==> src/rtl/fifo_push_arbiter.sv <==
//============================================================================
// Module   : fifo_push_arbiter
// Brief    : round-robin, burst-locking arbiter sharing one SyncFIFO push port
// Revision : 1.0
//============================================================================
`default_nettype none

module fifo_push_arbiter #(
    parameter int NUM_REQ    = 4,
    parameter int WORD_WIDTH = 32,
    parameter int MAX_BURST  = 4,
    parameter int ID_WIDTH   = $clog2(NUM_REQ)
) (
    input  logic                          clk,
    input  logic                          rstn,
    input  logic [NUM_REQ-1:0]            req_valid_i,
    input  logic [NUM_REQ-1:0]            req_last_i,
    input  logic [NUM_REQ*WORD_WIDTH-1:0] req_payload_i,
    output logic [NUM_REQ-1:0]            req_ready_o,
    output logic                          fifo_push_o,
    output logic [WORD_WIDTH-1:0]         fifo_push_payload_o,
    output logic [ID_WIDTH-1:0]           fifo_push_src_o,
    input  logic                          fifo_full_i,
    input  logic                          flush_i,
    output logic                          fifo_flush_o,
    output logic [NUM_REQ-1:0]            grant_o,
    output logic                          locked_o
);

    localparam int CNT_W = $clog2(MAX_BURST + 1);

    localparam logic [0:0] ST_ARB  = 1'b0;
    localparam logic [0:0] ST_LOCK = 1'b1;

    logic [0:0]          state_q,    state_d;
    logic [ID_WIDTH-1:0] rr_ptr_q,   rr_ptr_d;
    logic [ID_WIDTH-1:0] owner_q,    owner_d;
    logic [CNT_W-1:0]    beat_cnt_q, beat_cnt_d;

    logic [ID_WIDTH-1:0]   arb_win;
    logic                  arb_found;
    logic [ID_WIDTH-1:0]   win;
    logic                  win_valid;
    logic                  acc;
    logic [WORD_WIDTH-1:0] win_payload;

    // Increment modulo NUM_REQ without ever forming an out-of-range index.
    function automatic logic [ID_WIDTH-1:0] next_id(input logic [ID_WIDTH-1:0] id);
        if (id == ID_WIDTH'(NUM_REQ - 1)) begin
            return '0;
        end
        return id + 1'b1;
    endfunction

    // Round-robin search starting at rr_ptr_q.
    always_comb begin : p_rr_search
        int idx;
        idx       = 0;
        arb_win   = '0;
        arb_found = 1'b0;
        for (int k = 0; k < NUM_REQ; k++) begin
            idx = int'(rr_ptr_q) + k;
            if (idx >= NUM_REQ) begin
                idx = idx - NUM_REQ;
            end
            if (!arb_found && req_valid_i[ID_WIDTH'(idx)]) begin
                arb_found = 1'b1;
                arb_win   = ID_WIDTH'(idx);
            end
        end
    end

    always_comb begin : p_winner
        if (state_q == ST_LOCK) begin
            win       = owner_q;
            win_valid = 1'b1;
        end else begin
            win       = arb_win;
            win_valid = arb_found;
        end
        acc = win_valid & req_valid_i[win] & ~fifo_full_i & ~flush_i;
    end

    always_comb begin : p_payload_mux
        win_payload = '0;
        for (int i = 0; i < NUM_REQ; i++) begin
            if (win == ID_WIDTH'(i)) begin
                win_payload = req_payload_i[i*WORD_WIDTH +: WORD_WIDTH];
            end
        end
    end

    always_ff @(posedge clk or negedge rstn) begin : p_state_reg
        if (!rstn) begin
            state_q    <= ST_ARB;
            rr_ptr_q   <= '0;
            owner_q    <= '0;
            beat_cnt_q <= '0;
        end else begin
            state_q    <= state_d;
            rr_ptr_q   <= rr_ptr_d;
            owner_q    <= owner_d;
            beat_cnt_q <= beat_cnt_d;
        end
    end

    always_comb begin : p_next_state
        state_d    = state_q;
        rr_ptr_d   = rr_ptr_q;
        owner_d    = owner_q;
        beat_cnt_d = beat_cnt_q;
        if (flush_i) begin
            // An abandoned lock still passes the turn to the next requester.
            state_d    = ST_ARB;
            beat_cnt_d = '0;
            if (state_q == ST_LOCK) begin
                rr_ptr_d = next_id(owner_q);
            end
        end else if (acc) begin
            case (state_q)
                ST_ARB: begin
                    if (req_last_i[win] || (MAX_BURST == 1)) begin
                        rr_ptr_d   = next_id(win);
                        beat_cnt_d = '0;
                    end else begin
                        state_d    = ST_LOCK;
                        owner_d    = win;
                        beat_cnt_d = CNT_W'(1);
                    end
                end
                ST_LOCK: begin
                    if (req_last_i[owner_q] || (beat_cnt_q == CNT_W'(MAX_BURST - 1))) begin
                        state_d    = ST_ARB;
                        rr_ptr_d   = next_id(owner_q);
                        beat_cnt_d = '0;
                    end else begin
                        beat_cnt_d = beat_cnt_q + 1'b1;
                    end
                end
                default: begin
                    state_d    = ST_ARB;
                    beat_cnt_d = '0;
                end
            endcase
        end
    end

    always_comb begin : p_outputs
        grant_o             = win_valid ? (NUM_REQ'(1) << win) : '0;
        req_ready_o         = acc ? (NUM_REQ'(1) << win) : '0;
        fifo_push_o         = acc;
        fifo_push_payload_o = acc ? win_payload : '0;
        fifo_push_src_o     = acc ? win : '0;
        fifo_flush_o        = flush_i;
        locked_o            = (state_q == ST_LOCK);
    end

    a_grant_onehot0 : assert property (@(posedge clk) disable iff (!rstn) $onehot0(grant_o));
    a_ready_onehot0 : assert property (@(posedge clk) disable iff (!rstn) $onehot0(req_ready_o));
    a_push_not_full : assert property (@(posedge clk) disable iff (!rstn) fifo_push_o |-> !fifo_full_i);
    a_push_is_ready : assert property (@(posedge clk) disable iff (!rstn) fifo_push_o == (|req_ready_o));

endmodule

`default_nettype wire

==> config.mk <==
export PLATFORM = sky130hd
export DESIGN_NAME = fifo_push_arbiter
export DESIGN_NICKNAME = d
export VERILOG_FILES = /design/src/rtl/fifo_push_arbiter.sv
export SDC_FILE = /design/constraint.sdc
export NUM_CORES = 1
export LEC_CHECK = 0
export ABC_AREA = 1
export ABC_CLOCK_PERIOD_IN_PS = 11700
export CAP_MARGIN = 25
export CELL_PAD_IN_SITES_DETAIL_PLACEMENT = 0
export CELL_PAD_IN_SITES_GLOBAL_PLACEMENT = 2
export CORE_ASPECT_RATIO = 2
export CORE_MARGIN = 5
export CORE_UTILIZATION = 15
export DETAILED_ROUTE_END_ITERATION = 7
export PLACE_DENSITY = 0.95
export SLEW_MARGIN = 0
export SYNTH_ARGS = -nofsm -noshare
export SYNTH_HDL_FRONTEND = slang
export SYNTH_SLANG_ARGS = --single-unit
==> constraint.sdc <==
create_clock -name clk -period 11.7 [get_ports clk]
set_clock_uncertainty 0.15 [all_clocks]
set_input_delay 3.51 -clock clk [delete_from_list [all_inputs] [get_ports clk]]
set_output_delay 3.51 -clock clk [all_outputs]
set_load 0.1 [all_outputs]
==> results of run 1 <==
## cell usage after synthesis
cell / number / area (um2)
a21oi_1: 48 / 240.2
a21oi_2: 21 / 183.9
buf_4: 1 / 7.510
buf_6: 4 / 45.04
clkbuf_1: 25 / 93.84
clkinv_1: 1 / 3.750
dfrtp_1: 8 / 200.2
ha_1: 7 / 87.58
inv_1: 22 / 82.58
inv_2: 3 / 11.26
inv_4: 1 / 6.260
mux2_2: 1 / 11.26
nand2_1: 114 / 427.9
nand2_2: 6 / 37.54
nand2_4: 2 / 22.52
nand3_1: 54 / 270.3
nand3_2: 2 / 20.02
nand3_4: 1 / 17.52
nand4_1: 5 / 31.28
nor2_1: 17 / 63.81
nor2_2: 11 / 68.82
nor2_8: 1 / 20.02
o211ai_1: 28 / 210.2
o21ai_0: 7 / 35.03
o21ai_1: 2 / 10.01
o21ai_2: 1 / 8.760
o31ai_1: 2 / 15.01
## state kept, by name (all words and copies together), names as in the netlist
| register | cells |
|---|---|
| owner_q | 2 |
| locked_o | 1 |
| rr_ptr_q | 2 |
| beat_cnt_q | 3 |
## path summary, 6_finish.rpt
check                           depth (start not counted)      startpoint                      end
worst max-delay path                                   18  req_valid_i[2]  fifo_push_payload_o[24]
worst min-delay path                                    2   beat_cnt_q[2]            beat_cnt_q[2]
worst max register to register                         15     rr_ptr_q[0]               owner_q[1]
worst min register to register                          2   beat_cnt_q[2]            beat_cnt_q[2]
max in group asynchronous                               1            rstn               owner_q[0]
min in group asynchronous                               1            rstn                 locked_o
## area by class of cell
class                      instances  area share
sequential                         8     0.04278
clock buffer                       3     0.01604
multi-input combinational        330      0.3807
tap                              195     0.05214
timing repair buffer             192      0.4861
inverter                          27     0.02219
## worst max-delay path, cell delays in order
cell	delay, ns
clkdlybuf4s50_1	0.48
inv_1	0.09
nand2_1	0.11
nand3_1	0.12
nand2_2	0.12
inv_2	0.05
nand3_1	0.06
nand2_1	0.05
nor2_1	0.16
nor2_1	0.07
nor2_2	0.16
ha_1	0.85
buf_4	0.31
nand3_1	0.09
nand2_1	0.08
o211ai_1	0.10
a21oi_2	0.23
buf_12	0.20
## kinds of logic (layout without fill, tap and decap cells)
family,after synthesis,count (layout)
buf+inv,57,222
fa+ha+maj,7,7
mux,1,1
flops,8,8
simple gates,213,213
compound gates,109,109
## per-layer routing
layer	global-route usage	vias up
met5	0	-
met4	0.04504	0
met3	0.01073	31
met2	0.2778	135
met1	0.1377	1561
li1	-	1680
## per-stage QoR
step                  util  hold WS (ns)  cells  area (um2)  setup slack [ns]
floorplan                -        0.3311    395        2232             1.217
global placement    0.3124        0.3509    752        4604             1.181
detailed placement  0.3124        0.3883    752        4604             1.106
CTS                 0.3175        0.3992    755        4679             1.102
global route        0.3175        0.4229    755        4679            0.8564
finish              0.3175        0.4006    755        4679             1.186
==> flow_summary.yaml, run 1 <==
sta:
  worst_slew_pin_slew_ns: 1.027
  min_period_over_period: 0.8987
  finalSetupViolCount: 0
  rsz0062_at_grt: "no"
  max_freq_mhz: 95.11
  tns_ns: 0
  finalMaxSlewViolations: 0
  fin_crit_ns: 10.51
  hold_viol_final: 0
  max_slew_margin: 0.3134
synth:
  yosysWarnings: 0
  yosys.cell_types.count: 27
  ys_seq_area_frac: 0.08969
  synth_top_family_by_area: "simple AND/OR/NAND/NOR gates"
  synth_seq_cells: 8
  synth_area_um2: 2232
  synth.area.mux_share: 0.005045
  synth_area_per_cell_um2: 5.651
  synth_nets: 542
  yosys.area_share.simple: 0.4389
  synth_compound_area_frac: 0.3150
  synth_xor_area_frac: 0
  syn_inst: 395
  synth_fa_ha_area_frac: 0.03924
detailed_routing:
  first_iter_violations: 81
  drc: 0
  wl_met3_um: 599
  post_drt_via_cell_ratio: 4.513
  drt_pass1_iterations: 4
  drtAntennaViolNets: 0
  num_vias: 3407
  drt-met1-wl_um: 4268
  wl_met2_um: 7105
  wirelength_um: 12420
  highest_layer: "met4"
  post_drt_wl_per_cell_um: 16.45
placement:
  gp_congestion: 0.9004
  hpwl_um: 10180
  portBuffers: 184
final_layout:
  antenna_cells: 0
  drive_gt1_frac: 0.1821
  mostFrequentLayoutCells: "clkdlybuf4s50_1, nand2_1, nand3_1"
  multi_input_area_um2: 1782
  seq_area_um2: 200.2
  area_growth_pct: 109.6
  fill_cells: 1586
  final_common_cell: "clkdlybuf4s50_1"
  nets: 709
flow_run:
  max_cap_viol_count: 0
global_routing:
  grt_max_degree: 38
  grt_antenna_before_repair: 0
  overflow: 0
  grt_pass1_wl_um: 18810
  grt_pass1_vias: 3594
  grt_use_total: 0.1369
setup_path:
  worstPathArrival_ns: 6.85
  worstPathRequired_ns: 8.04
  crit_path_end_kind: "output pin"
  rrSetupSlack_ns: 9.03
  worstSetupStartpointType: "input port"
  cp_max_fo: 26
  critPathKind: "in2out"
floorplan:
  rows: 63
  die_y_um: 182.5
  die_w_um: 96.26
  io_pins: 185
  start_util: 0.1514
  core_um2: 14740
  die_area_um2: 17570
clock_network:
  cts.path.max_buffers: 2
  cts-resized-gates: 0
  post_cts_buffers: 0
  cts_tree: "built"
  cts_made_buffers: 3
  worst_skew_pair.late_latency_ns: 0.24
  cts_hold_buf: 0
  cts.clk_slew.worst_paths_ns: 0.04
  h-tree-depth: 1
  clock-sinks: 8
  root_buffer: "clkbuf_16"
min_path:
  hold_class: "reg2reg"
run_status:
  status: "finished, final reports clean"
Power of run 1 is not shown: default switching activity piles up to over one toggle a cycle in this logic, so the estimate is an artifact.
==> run 2: changes to the inputs <==
--- a/config.mk
+++ b/config.mk
@@ -12,7 +12,8 @@
 export CELL_PAD_IN_SITES_GLOBAL_PLACEMENT = 2
 export CORE_ASPECT_RATIO = 2
 export CORE_MARGIN = 5
-export CORE_UTILIZATION = 15
+export CORE_UTILIZATION = 16
+export CTS_BUF_LIST = sky130_fd_sc_hd__clkbuf_2 sky130_fd_sc_hd__clkbuf_4 sky130_fd_sc_hd__clkbuf_8
 export DETAILED_ROUTE_END_ITERATION = 7
 export PLACE_DENSITY = 0.95
 export SLEW_MARGIN = 0
==> flow_summary.yaml, run 2 (same netlist as run 1, synthesis figures left out) <==
run_status:
  status: "finished, final reports clean"
sta:
  max_slew_margin: 0.3493
  worst_hold_slack_ns: 0.3781
  finalSetupViolCount: 0
  worst_slew_pin_slew_ns: 0.9730
  hold_viol_final: 0
  min_period_over_period: 0.8903
  tns_ns: 0
  finalMaxSlewViolations: 0
  max_freq_mhz: 96.00
  fin_crit_ns: 10.42
  rsz0062_at_grt: "no"
global_routing:
  grt_pass1_vias: 3437
  grt_antenna_before_repair: 0
  overflow: 0
  grt_pass1_wl_um: 18570
  grt_use_total: 0.1419
  grt_max_degree: 38
final_layout:
  drive_gt1_frac: 0.1807
  post-route-util: 0.3352
  mostFrequentLayoutCells: "clkdlybuf4s50_1, nand2_1, nand3_1"
  area_growth_pct: 107.5
  antenna_cells: 0
  top_register: "beat_cnt_q"
  largest_reg_flops: 3
  nets: 708
  seq_area_um2: 200.2
  reg_top3: "beat_cnt_q x3, owner_q x2, rr_ptr_q x2"
  final_common_cell: "clkdlybuf4s50_1"
  fill_cells: 1490
  multi_input_area_um2: 1782
  fin_area_um2: 4631
detailed_routing:
  post_drt_via_cell_ratio: 4.507
  drt_pass1_iterations: 5
  num_vias: 3371
  first_iter_violations: 107
  wirelength_um: 12290
  drtAntennaViolNets: 0
  post_drt_wl_per_cell_um: 16.44
  drc: 0
setup_path:
  cp_max_fo: 8
  worstSetupStartpointType: "input port"
  worstPathRequired_ns: 8.04
  worstPathArrival_ns: 6.76
  critPathKind: "in2out"
  crit_path_end_kind: "output pin"
  rrSetupSlack_ns: 8.99
floorplan:
  die_y_um: 177.0
  core_um2: 13810
  io_pins: 185
  rows: 61
  start_util: 0.1616
  die_area_um2: 16560
  die_w_um: 93.52
min_path:
  hold_class: "reg2reg"
clock_network:
  h-tree-depth: 1
  cts_made_buffers: 3
  root_buffer: "clkbuf_8"
  post_cts_buffers: 0
  cts.path.max_buffers: 2
  cts_hold_buf: 0
  cts_tree: "built"
  cts.clk_slew.worst_paths_ns: 0.04
  worst_skew_pair.late_latency_ns: 0.24
  clock-sinks: 8
  cts-resized-gates: 0
flow_run:
  max_cap_viol_count: 0
placement:
  hpwl_um: 9931
  placed_area_um2: 4589
  gp_congestion: 0.9131
  portBuffers: 184
-- run 2: cell count changes in the layout (fill, tap and decap cells not counted), sizes merged --
| cell | delta |
|---|---|
| buf | -1 |
-- run 2: final timing paths --
check | from | end | depth (start not counted)
setup / recovery | req_valid_i[3] | fifo_push_src_o[1] | 17
hold / removal | beat_cnt_q[1] | beat_cnt_q[1] | 2
setup reg to reg | rr_ptr_q[0] | owner_q[0] | 15
hold reg to reg | beat_cnt_q[1] | beat_cnt_q[1] | 2
max in group asynchronous | rstn | rr_ptr_q[1] | 1
min in group asynchronous | rstn | beat_cnt_q[1] | 1
-- run 2: metal layers --
metal / vias to the layer above / GRT usage / routed length [um]
li1: 1675 / - / -
met4: 0 / 0.04709 / 402
met5: - / 0 / 0
met3: 24 / 0.01277 / 666
met2: 149 / 0.2886 / 6903
met1: 1523 / 0.1449 / 4322
-- run 2: final cells by class --
| type | instances | area share |
|---|---|---|
| sequential | 8 | 0.04323 |
| inverter | 27 | 0.02243 |
| clock buffer | 3 | 0.008917 |
| multi-input combinational | 330 | 0.3848 |
| tap | 189 | 0.05107 |
| timing repair buffer | 191 | 0.4896 |
-- run 2: stage by stage --
step                      setup WS (ns)  instances
after floorplan                   1.217        395
after global placement            1.278        745
after detailed placement          1.265        745
after CTS                         1.243        748
after global routing             0.9456        748
final                             1.283        748
-- run 2: critical path, cell delays in order --
cell,delay [ns]
clkdlybuf4s50_1,0.40
inv_1,0.11
nand2_1,0.11
nand3_1,0.16
nand2_2,0.09
inv_2,0.08
nand3_1,0.06
nor2_1,0.09
nor2_1,0.06
o21ai_2,0.30
nand3_1,0.14
nand2_2,0.12
nand2_4,0.09
nor2_8,0.16
nand2_1,0.08
inv_1,0.06
clkdlybuf4s50_1,1.12
Power of run 2 is left out for the same reason.
